===== config.mk =====
export PLATFORM = sky130hd
export DESIGN_NAME = skew_feed_ctrl_flat
export DESIGN_NICKNAME = d
export VERILOG_FILES = /design/src/rtl/skew_feed_ctrl_pkg.sv /design/src/rtl/skew_feed_ctrl_if.sv /design/src/rtl/skew_feed_ctrl_valid_chain.sv /design/src/rtl/skew_feed_ctrl.sv /design/src/flat_wrapper.sv
export SDC_FILE = /design/constraint.sdc
export NUM_CORES = 1
export LEC_CHECK = 0
export CORE_MARGIN = 10
export CORE_UTILIZATION = 29
export CTS_BUF_LIST = sky130_fd_sc_hd__clkbuf_8
export CTS_CLUSTER_DIAMETER = 100
export CTS_CLUSTER_SIZE = 16
export DETAILED_ROUTE_END_ITERATION = 10
export PLACE_DENSITY_LB_ADDON = 0.2
export SETUP_SLACK_MARGIN = 0.05
export SYNTH_ARGS = -nofsm -noshare
export SYNTH_HDL_FRONTEND = slang
export SYNTH_SLANG_ARGS = --single-unit

===== constraint.sdc =====
create_clock -name clk -period 7 [get_ports clk]
set_input_delay 1.4 -clock clk [delete_from_list [all_inputs] [get_ports clk]]
set_output_delay 1.4 -clock clk [all_outputs]
set_load 0.05 [all_outputs]

===== src/rtl/skew_feed_ctrl_pkg.sv =====
// Shared types and constants for the skew feed controller.
// FLUSH_LEN is the default skew depth; the top derives its flush count from COLS.
package skew_feed_pkg;

    typedef enum logic [1:0] {
        IDLE  = 2'd0,
        FEED  = 2'd1,
        FLUSH = 2'd2
    } state_e;

    localparam int unsigned FLUSH_LEN = 6;

endpackage


===== src/rtl/skew_feed_ctrl_if.sv =====
// Operand buffer column-vector stream (valid/ready with a packed COLS-lane vector).
interface skew_feed_ctrl_if #(
    parameter int unsigned DATA_WIDTH = 20,
    parameter int unsigned COLS       = 6
);
    logic                       s_valid;
    logic                       s_ready;
    logic [DATA_WIDTH*COLS-1:0] s_data;

    modport master (output s_valid, output s_data, input s_ready);
    modport slave  (input s_valid, input s_data, output s_ready);
endinterface


===== src/rtl/skew_feed_ctrl_valid_chain.sv =====
// Token shift register tracking which skew-register stages hold tile data.
// Bit 0 is internal only; bits 1..DEPTH line up with skew output lanes 0..DEPTH-1.
module skew_valid_chain #(
    parameter int unsigned DEPTH = 6
) (
    input  logic           clk,
    input  logic           rst_n,
    input  logic           en,
    input  logic           din,
    output logic [DEPTH:1] tok
);
    logic [DEPTH:0] t_q;
    logic [DEPTH:0] t_d;

    always_comb begin
        t_d = t_q;
        if (en) begin
            t_d = {t_q[DEPTH-1:0], din};
        end
    end

    always_ff @(posedge clk or negedge rst_n) begin
        if (!rst_n) begin
            t_q <= '0;
        end else begin
            t_q <= t_d;
        end
    end

    assign tok = t_q[DEPTH:1];
endmodule


===== src/rtl/skew_feed_ctrl.sv =====
// Feeds column vectors into the array's row-skew register, flushes the staircase
// with zero vectors and reports per-row valid plus start/busy/done to the scheduler.
module skew_feed_ctrl
    import skew_feed_pkg::*;
#(
    parameter int unsigned DATA_WIDTH = 20,
    parameter int unsigned COLS       = FLUSH_LEN,
    parameter int unsigned LEN_W      = 16
) (
    input  logic                       clk,
    input  logic                       rst_n,
    input  logic                       start,
    input  logic [LEN_W-1:0]           len,
    output logic                       busy,
    output logic                       done,
    skew_feed_ctrl_if.slave            s,
    input  logic                       stall,
    output logic                       skew_en,
    output logic [DATA_WIDTH*COLS-1:0] skew_din,
    output logic [COLS-1:0]            row_valid
);
    localparam logic [LEN_W-1:0] FLUSH_LAST = LEN_W'(COLS - 1);

    state_e           state_q, state_d;
    logic [LEN_W-1:0] k_q, k_d;
    logic [LEN_W-1:0] beat_cnt_q, beat_cnt_d;
    logic [LEN_W-1:0] flush_cnt_q, flush_cnt_d;
    logic             done_q, done_d;
    logic             en_q, en_d;
    logic             beat;
    logic [COLS:1]    tok;

    always_comb begin
        state_d     = state_q;
        k_d         = k_q;
        beat_cnt_d  = beat_cnt_q;
        flush_cnt_d = flush_cnt_q;
        done_d      = 1'b0;
        s.s_ready   = 1'b0;
        beat        = 1'b0;
        skew_en     = 1'b0;
        skew_din    = '0;
        unique case (state_q)
            IDLE: begin
                if (start) begin
                    if (len == '0) begin
                        done_d = 1'b1;
                    end else begin
                        k_d        = len;
                        beat_cnt_d = '0;
                        state_d    = FEED;
                    end
                end
            end
            FEED: begin
                s.s_ready = !stall;
                beat      = s.s_valid && !stall;
                if (beat) begin
                    skew_en    = 1'b1;
                    skew_din   = s.s_data;
                    beat_cnt_d = beat_cnt_q + 1'b1;
                    if (beat_cnt_d == k_q) begin
                        state_d     = FLUSH;
                        flush_cnt_d = '0;
                    end
                end
            end
            FLUSH: begin
                skew_en = !stall;
                if (!stall) begin
                    flush_cnt_d = flush_cnt_q + 1'b1;
                    if (flush_cnt_q == FLUSH_LAST) begin
                        state_d = IDLE;
                        done_d  = 1'b1;
                    end
                end
            end
            default: state_d = IDLE;
        endcase
        en_d = skew_en;
    end

    always_ff @(posedge clk or negedge rst_n) begin
        if (!rst_n) begin
            state_q     <= IDLE;
            k_q         <= '0;
            beat_cnt_q  <= '0;
            flush_cnt_q <= '0;
            done_q      <= 1'b0;
            en_q        <= 1'b0;
        end else begin
            state_q     <= state_d;
            k_q         <= k_d;
            beat_cnt_q  <= beat_cnt_d;
            flush_cnt_q <= flush_cnt_d;
            done_q      <= done_d;
            en_q        <= en_d;
        end
    end

    // Token enters with each data beat; lane r is valid once the token sits r+1 stages in
    skew_valid_chain #(.DEPTH(COLS)) u_chain (
        .clk   (clk),
        .rst_n (rst_n),
        .en    (skew_en),
        .din   (beat),
        .tok   (tok)
    );

    assign row_valid = tok & {COLS{en_q}};
    assign busy      = (state_q != IDLE);
    assign done      = done_q;
endmodule


===== src/flat_wrapper.sv =====
// flat-port wrapper written by rule: the top's interface ports become plain ports
module skew_feed_ctrl_flat import skew_feed_pkg::*;
#(
    parameter int unsigned DATA_WIDTH = 20,
    parameter int unsigned COLS       = FLUSH_LEN,
    parameter int unsigned LEN_W      = 16
)
  (clk, rst_n, start, len, busy, done, stall, skew_en, skew_din, row_valid, s_s_valid, s_s_data, s_s_ready);
  skew_feed_ctrl_if #(.DATA_WIDTH(DATA_WIDTH), .COLS(COLS)) s_i ();
  input  logic clk;
  input  logic rst_n;
  input  logic start;
  input  logic [LEN_W-1:0] len;
  output logic busy;
  output logic done;
  input  logic stall;
  output logic skew_en;
  output logic [DATA_WIDTH*COLS-1:0] skew_din;
  output logic [COLS-1:0] row_valid;
  input wire logic [$bits(s_i.s_valid)-1:0] s_s_valid;
  input wire logic [$bits(s_i.s_data)-1:0] s_s_data;
  output wire logic [$bits(s_i.s_ready)-1:0] s_s_ready;
  assign s_i.s_valid = s_s_valid;
  assign s_i.s_data = s_s_data;
  assign s_s_ready = s_i.s_ready;
  skew_feed_ctrl #(.DATA_WIDTH(DATA_WIDTH), .COLS(COLS), .LEN_W(LEN_W)) u_core (.clk(clk), .rst_n(rst_n), .start(start), .len(len), .busy(busy), .done(done), .s(s_i), .stall(stall), .skew_en(skew_en), .skew_din(skew_din), .row_valid(row_valid));
endmodule

### Word level (Yosys, flattened, before mapping)

Index checks and enable logic that the tools add are counted.

* add/subtract/negate cells: 2
* eq/ne operators: 10
* muxes and demuxes: 26
* bitwise operators: 2
* reductions and logical operators: 11

Operator list (number)
* $mux W120: 2
* $mux W16: 6
* $pmux W16 S2: 2
* $add A16 B1 Y16 const B: 2
* $eq A16 B16 Y1: 1
* $eq A16 B3 Y1 const B: 1
* $logic_not A16 Y1: 1
* $mux W2: 6
* $reduce_and A4 Y1: 2
* $mux W1: 7
* $and A6 B6 Y6: 1
* $ne A2 B1 Y1 const B: 3
* $ne A2 B2 Y1 const B: 3
* $pmux W2 S3: 1
* $reduce_and A6 Y1: 1
* $reduce_bool A2 Y1: 3
* $pmux W1 S2: 2
* $reduce_and A3 Y1: 1
* $eq A2 B1 Y1 const B: 1
* $eq A2 B2 Y1 const B: 1
* $logic_not A2 Y1: 1
* $logic_and A1 B1 Y1: 1
* $logic_not A1 Y1: 1
* $not A1 Y1: 1

* bits in registers: 59
* output and inout port bits: 130
* logic and storage cells: 58

### Logic depth before layout (Yosys ltp)

Gate-level depths: netlist (run 1).

* word-level depth: 5
* depth in mapped cells: 10

### Hierarchy

A second synthesis (run 1) with hierarchy kept.

* cells, all modules: 521
* area total of the unflattened synthesis: 4576.9 µm²

Modules (own cells, without submodules)
* skew_feed_ctrl: instances 1, cells each 500, area each 4240.3 µm², sequential area each 1301.2 µm²
* skew_valid_chain: instances 1, cells each 21, area each 336.6 µm², sequential area each 175.2 µm²

### Worst setup path before layout (run 1)

Ideal clock, no wire load.

* path kind: in2out
* start point: input port s_s_valid
* end point: output port skew_din[100]
* data arrival time: 2637 ps
* required time: 5600 ps
* slack: 2963 ps
* stages on the path: 4
* buffers on the path: 2
* path through: nor2b_1 -> clkbuf_1 -> clkbuf_1 -> and3_1

* word-level cells in the longest chain between the ends: 3

RTL lines
* start: declaration: RTL line flat_wrapper.sv:20 `input wire logic [$bits(s_i.s_valid)-1:0] s_s_valid;`
* $logic_and A1 B1 Y1: RTL line skew_feed_ctrl.sv:57 `beat = s.s_valid && !stall;`
* $mux W120: RTL line skew_feed_ctrl.sv:58 `if (beat) begin`
* $mux W120: RTL line skew_feed_ctrl.sv:43 `unique case (state_q)`
* end: declaration: RTL line flat_wrapper.sv:18 `output logic [DATA_WIDTH*COLS-1:0] skew_din;`

No other way between the ends.

### Worst setup path after layout (run 1)

* start point: input port s_s_valid
* end point: output port skew_din[118]

The elaborated chain is that of the path after synthesis.

==> flow_metrics.py, run 1 <==
metrics = {
    "yosys": {
        "synth_area_leader_cell": "dfrtp_1",
        "ys.warnings.count": 0,
        "synth_cell_types": 50,
        "synthesis.nets": 664,
        "ys_seq_elements": 59,
        "synth_cells": 517,
        "synthTopCellsByArea": "dfrtp_1 34%, and3_1 18%, mux2_2 4.5%, nand2_1 3.7%, o21ai_0 3.3%",
        "postSynthAreaPerCell_sq_um": 8.30,
        "synth_edf_count": 0,
        "async_flop_share_pct": 100,
        "synth-seq-area-share_pct": 34.4,
        "synth_area_sq_mm": 0.00429,
        "synth-main-ff-cell": "dfrtp_1",
        "yosysTopAreaCellShare_pct": 34.4,
    },
    "layout": {
        "ff_latch_area_sq_mm": 0.00148,
        "fill_cells": 1411,
        "fin_nets": 905,
        "mostFrequentLayoutCell": "clkdlybuf4s50_1",
        "areaGrowthSynthToFinish_pct": 69.6,
        "multi_input_area_sq_mm": 0.00261,
        "drive_gt1_share_pct": 6.30,
        "layout_common_cells": "269 x clkdlybuf4s50_1, 125 x and3_1, 59 x dfrtp_1",
    },
    "timing": {
        "hold_violations": 0,
        "worst_pin_slew_ns": 0.923,
        "setup_violations": 0,
        "fin_skew_ns": 0.0133,
        "fin_tns_setup_ns": 0,
        "fmax_mhz": 185,
        "fin_crit_sh_pct": 77.2,
        "rsz0062_at_grt": "false",
        "finalMaxSlewViolations": 0,
        "slew_headroom_pct": 38.5,
        "period_needed_ns": 5.40,
    },
    "cts": {
        "cts_buffers": 9,
        "hold_buffers": 0,
        "clockBufferDepth": 2,
        "clk_pin_slew_ns": 0.06,
        "insertion_delay_ns": 0.36,
        "cts_root_buf": "clkbuf_8",
        "cts_tree": "done",
        "htreeDepth": 3,
        "cts_setup_buffers": 0,
        "ctsResizeCount": 0,
        "cts_sinks": 59,
    },
    "floorplan": {
        "die_area_sq_mm": 0.0201,
        "die_y_um": 142,
        "die_x_um": 142,
        "initial_core_util_pct": 29.5,
        "fp-row-count": 44,
        "core-area_sq_mm": 0.0145,
        "io_pins": 271,
    },
    "global_routing": {
        "grt_max_degree": 123,
        "grtUsageTotal_pct": 19.7,
        "grt_overflow": 0,
        "antenna_found_initial": 2,
        "grt_pass1_wl_mm": 30.9,
        "grt_pass1_vias": 5084,
    },
    "power": {
        "power.total_w": 0.00174,
        "switching_share_pct": 45.0,
        "pwr-share-comb_pct": 54.5,
        "power_leakage_nw": 3.20,
        "power_frac_clock_pct": 17.9,
        "pwr-share-seq_pct": 27.6,
        "p_per_area_mw_per_mm2": 239,
        "ir_drop_v": 0.000104,
        "p_int_w": 0.000958,
        "power_switching_w": 0.000785,
    },
    "worst_setup_path": {
        "arrival_ns": 4.00,
        "critPathLaunchType": "input port",
        "rr_worst_depth": 8,
        "crit_top_cell": "clkdlybuf4s50_1",
        "r2r-end": "u_core.flush_cnt_q[10]",
        "critPathSlowestCell": "clkdlybuf4s50_1",
        "regToRegSetupSlack_ns": 3.82,
        "worst_path_largest_cell_delay_ns": 0.83,
        "required_ns": 5.60,
        "crit_fanout": 122,
        "cp-startpoint": "s_s_valid",
        "crit_path_end_kind": "output port",
        "rr_startpoint": "u_core.beat_cnt_q[0]",
        "cp_cell_sequence": "clkdlybuf4s50_1 > nor2b_4 > buf_4 > and3_1 > clkdlybuf4s50_1",
        "worstSetupPathType": "in -> out",
    },
    "route": {
        "drc": 0,
        "drtAntennaViolNets": 0,
        "vias": 4993,
        "dr.pass1.iters": 5,
        "via_per_inst": 5.27,
        "wirelength_mm": 21.0,
        "avgRoutedWirePerCell_um": 22.2,
        "drtIter0Drc": 418,
    },
    "worst_hold_path": {
        "hold_path_end": "u_core.u_chain.t_q[6]",
        "min_path_cells": 2,
        "hp-start": "u_core.u_chain.t_q[6]",
        "hold_path.class": "reg -> reg",
    },
    "placement": {
        "hpwlAfterDp_mm": 16.9,
        "routabilityCongestion": 0.903,
        "io_buffer_count": 270,
    },
    "flow_run": {
        "cap_violations": 0,
    },
    "run_status": {
        "status": "complete, no violations",
    },
}
## routing by layer
metal | GRT usage [%] | wire length (um) | share of wire (%)
met5 | 0 | 10 | 0.048
met4 | 6.35 | 376 | 1.8
met3 | 8.31 | 2040 | 9.7
met2 | 32.6 | 10500 | 50
met1 | 22.5 | 8030 | 38
## critical path, delay by kind of cell
kind | cells | cell delay, ns
AND/OR/NAND/NOR | 2 | 0.47
buffers and inverters | 3 | 2.09
## power by group through the flow
stage	sequential (W)	combinational [W]	clock [W]
after floorplan	0.000463	0.000617	0
after global placement	0.000482	0.000937	0
after detailed placement	0.000486	0.000946	0
after CTS	0.000481	0.000951	0.000320
after global routing	0.000490	0.00101	0.000336
final	0.000481	0.000950	0.000312
## final cells by class
class,count,share of cell area [%]
inverters,10,0.516
flip-flops and latches,59,20.3
clock buffers,11,2.08
well taps,184,3.16
clock inverters,4,0.585
repair buffers,274,37.5
multi-input cells,404,35.8
diodes,1,0.0344
## registers in the layout, indices dropped and copies added (netlist names)
name and cells:
u_core.beat_cnt_q 16, u_core.done 1, u_core.en_q 1, u_core.flush_cnt_q 16
u_core.k_q 16, u_core.state_q 2, u_core.u_chain.t_q 7
## Yosys cell counts (7+ instances only)
master,instances
a21oi_1,7
nand4_1,8
dfrtp_1,59
inv_1,10
nand2_1,42
xnor2_1,13
mux2_2,17
nand3_1,14
o31ai_1,7
or3_1,7
nor4_1,13
o21ai_1,16
nor2_1,26
and2_1,10
clkbuf_1,36
o21ai_0,28
and3_1,125
nand2b_1,7
## worst max-delay path by stage
stage | slack (ns) | cells past startpoint | end
2_1_floorplan | 2.96 | 4 | skew_din[100]
3_3_place_gp | 1.67 | 5 | skew_din[43]
3_5_place_dp | 1.63 | 5 | skew_din[118]
4_1_cts | 1.63 | 5 | skew_din[118]
5_1_grt | 1.45 | 5 | skew_din[4]
6_report | 1.60 | 5 | skew_din[118]
## per-stage QoR
stage / cell area [sq um] / hold slack, ns / instances / setup WS (ns) / utilization (%)
after global placement: 7080 / 0.452 / 931 / 1.67 / 48.7
final: 7280 / 0.489 / 947 / 1.60 / 50.1
after global routing: 7280 / 0.515 / 947 / 1.45 / 50.1
after floorplan: 4290 / 0.438 / 517 / 2.96 / -
after detailed placement: 7080 / 0.481 / 931 / 1.63 / 48.7
after CTS: 7270 / 0.496 / 946 / 1.63 / 50.1
## logic make-up after synthesis
kind of cell / count (synthesis) / synth area share, %
AO/OA/AOI/OAI: 92 / 14.8
flip-flops: 59 / 34.4
XOR/XNOR: 19 / 3.88
multiplexers: 18 / 4.69
AND/OR/NAND/NOR: 269 / 35.4
buffers and inverters: 54 / 5.10
adder cells (fa/ha/maj): 6 / 1.75
Power figures use the tool's default switching activity.
==> run 2, diff against run 1 <==
==> constraint.sdc (replaced) <==
create_clock -name clk -period 5.5 [get_ports clk]
set_input_delay 1.1 -clock clk [delete_from_list [all_inputs] [get_ports clk]]
set_output_delay 1.1 -clock clk [all_outputs]
set_load 0.05 [all_outputs]
==> run 2 against run 1 <==
First-iteration DRC count decreased by 28%. Clock skew decreased by 0.0040 ns. Utilization up 0.14 points. Critical path depth increased by 1. Power rose by 27%. Combinational power rose by 27%. Largest power group unchanged. Design area rose by 0.28%. Clock-buffer cell count did not move. Register-to-register slack got worse by 1.5 ns.
==> flow_metrics.py, run 2 (synthesis results as in run 1) <==
metrics = {
    "run_status": {
        "status": "complete, no violations",
    },
    "power": {
        "pwr-share-seq_pct": 27.6,
        "p_int_w": 0.00122,
        "power_frac_clock_pct": 17.7,
        "power_switching_w": 0.000988,
        "p_per_area_mw_per_mm2": 303,
        "pwr-share-comb_pct": 54.7,
        "switching_share_pct": 44.7,
        "power_leakage_nw": 3.21,
        "ir_drop_v": 0.000121,
    },
    "timing": {
        "setup_violations": 0,
        "slew_headroom_pct": 46.5,
        "worst_pin_slew_ns": 0.802,
        "fin_tns_setup_ns": 0,
        "rsz0062_at_grt": "false",
        "period_needed_ns": 4.56,
        "finalMaxSlewViolations": 0,
        "hold_violations": 0,
        "fin_skew_ns": 0.00923,
        "fin_crit_sh_pct": 82.9,
        "fmax_mhz": 219,
    },
    "floorplan": {
        "core-area_sq_mm": 0.0145,
        "die_x_um": 142,
        "initial_core_util_pct": 29.5,
        "fp-row-count": 44,
        "io_pins": 271,
        "die_area_sq_mm": 0.0201,
        "die_y_um": 142,
    },
    "flow_run": {
        "cap_violations": 0,
    },
    "placement": {
        "io_buffer_count": 270,
        "hpwlAfterDp_mm": 16.4,
        "routabilityCongestion": 0.877,
    },
    "layout": {
        "top_regs": "u_core.beat_cnt_q (16), u_core.flush_cnt_q (16), u_core.k_q (16)",
        "fin_nets": 906,
        "drive_gt1_share_pct": 6.29,
        "mostFrequentLayoutCell": "clkdlybuf4s50_1",
        "final_util_pct": 50.2,
        "areaGrowthSynthToFinish_pct": 70.0,
        "fill_cells": 1359,
        "layout_common_cells": "269 x clkdlybuf4s50_1, 125 x and3_1, 59 x dfrtp_1",
    },
    "worst_setup_path": {
        "crit_path_end_kind": "output port",
        "crit_fanout": 8,
        "regToRegSetupSlack_ns": 2.36,
        "cp-startpoint": "stall",
        "required_ns": 4.40,
        "worstSetupPathType": "in -> out",
        "critPathLaunchType": "input port",
        "arrival_ns": 3.46,
        "rr_startpoint": "u_core.beat_cnt_q[2]",
    },
    "cts": {
        "cts_setup_buffers": 0,
        "cts_sinks": 59,
        "hold_buffers": 0,
        "cts_buffers": 9,
        "clockBufferDepth": 2,
        "cts_tree": "done",
        "cts_root_buf": "clkbuf_8",
        "clk_pin_slew_ns": 0.06,
        "ctsResizeCount": 0,
        "htreeDepth": 3,
        "insertion_delay_ns": 0.34,
    },
    "global_routing": {
        "grt_max_degree": 122,
        "grt_pass1_wl_mm": 29.9,
        "grt_pass1_vias": 4916,
        "antenna_found_initial": 1,
        "grt_overflow": 0,
        "grtUsageTotal_pct": 19.1,
    },
    "route": {
        "drtIter0Drc": 303,
        "drtAntennaViolNets": 0,
        "dr.pass1.iters": 5,
        "avgRoutedWirePerCell_um": 21.6,
        "drc": 0,
        "vias": 4925,
        "via_per_inst": 5.19,
        "wirelength_mm": 20.5,
    },
    "worst_hold_path": {
        "hold_path.class": "reg -> reg",
        "hp-start": "u_core.u_chain.t_q[6]",
    },
}
[run 2: changes by cell type in the layout (fill, tap and decap cells not counted)]
cell | before | now
diode_2 | 1 | 2
buf_12 | 0 | 1
nor2b_2 | 1 | 0
nor2b_1 | 1 | 2
[run 2: routing by layer]
| metal | track usage [%] | routed length, um | vias up |
|---|---|---|---|
| li1 | - | - | 2371 |
| met1 | 20.8 | 7780 | 2346 |
| met2 | 31.6 | 10100 | 181 |
| met3 | 10.5 | 2230 | 25 |
| met4 | 4.95 | 348 | 2 |
| met5 | 0 | 8 | - |
[run 2: layout make-up]
cell class	instances	area (sq um)	share of cell area [%]
Multi-Input combinational cell	404	2610	35.7
Timing Repair Buffer	275	2750	37.7
Tap cell	184	230	3.16
Clock buffer	11	151	2.07
Sequential cell	59	1480	20.2
Inverter	10	37.5	0.514
Antenna cell	2	5.00	0.0686
Clock inverter	4	42.5	0.583
[run 2: metrics by stage]
stage               cells  power (W)  hold WS [ns]  setup WS, ns  instance area, sq um
finish                949    0.00221         0.494         0.942                  7300
floorplan             517    0.00137         0.438          2.06                  4290
global placement      932    0.00181         0.476          1.02                  7100
detailed placement    932    0.00182         0.481         0.940                  7100
global route          947    0.00234         0.524         0.770                  7290
CTS                   947    0.00223         0.497         0.938                  7290
[run 2: final timing paths]
path                       cells past startpoint                      to
setup reg to reg                               7   u_core.flush_cnt_q[7]
setup / recovery                               6                 skew_en
hold reg to reg                                2   u_core.u_chain.t_q[6]
max in group asynchronous                      2  u_core.flush_cnt_q[12]
min in group asynchronous                      2    u_core.beat_cnt_q[0]
hold / removal                                 2   u_core.u_chain.t_q[6]
[run 2: power groups by stage]
stage	sequential, W	clock [W]	combinational, W
after floorplan	0.000590	0	0.000785
after global placement	0.000616	0	0.00119
after detailed placement	0.000617	0	0.00121
after CTS	0.000611	0.000403	0.00121
after global routing	0.000625	0.000422	0.00130
final	0.000610	0.000392	0.00121
[run 2: critical path, cell delays in order]
cell and delay [ns]:
clkdlybuf4s50_1 0.60, nor2b_4 0.09, and2_1 0.22, o21ai_1 0.43, inv_1 0.25, clkdlybuf4s50_1 0.76
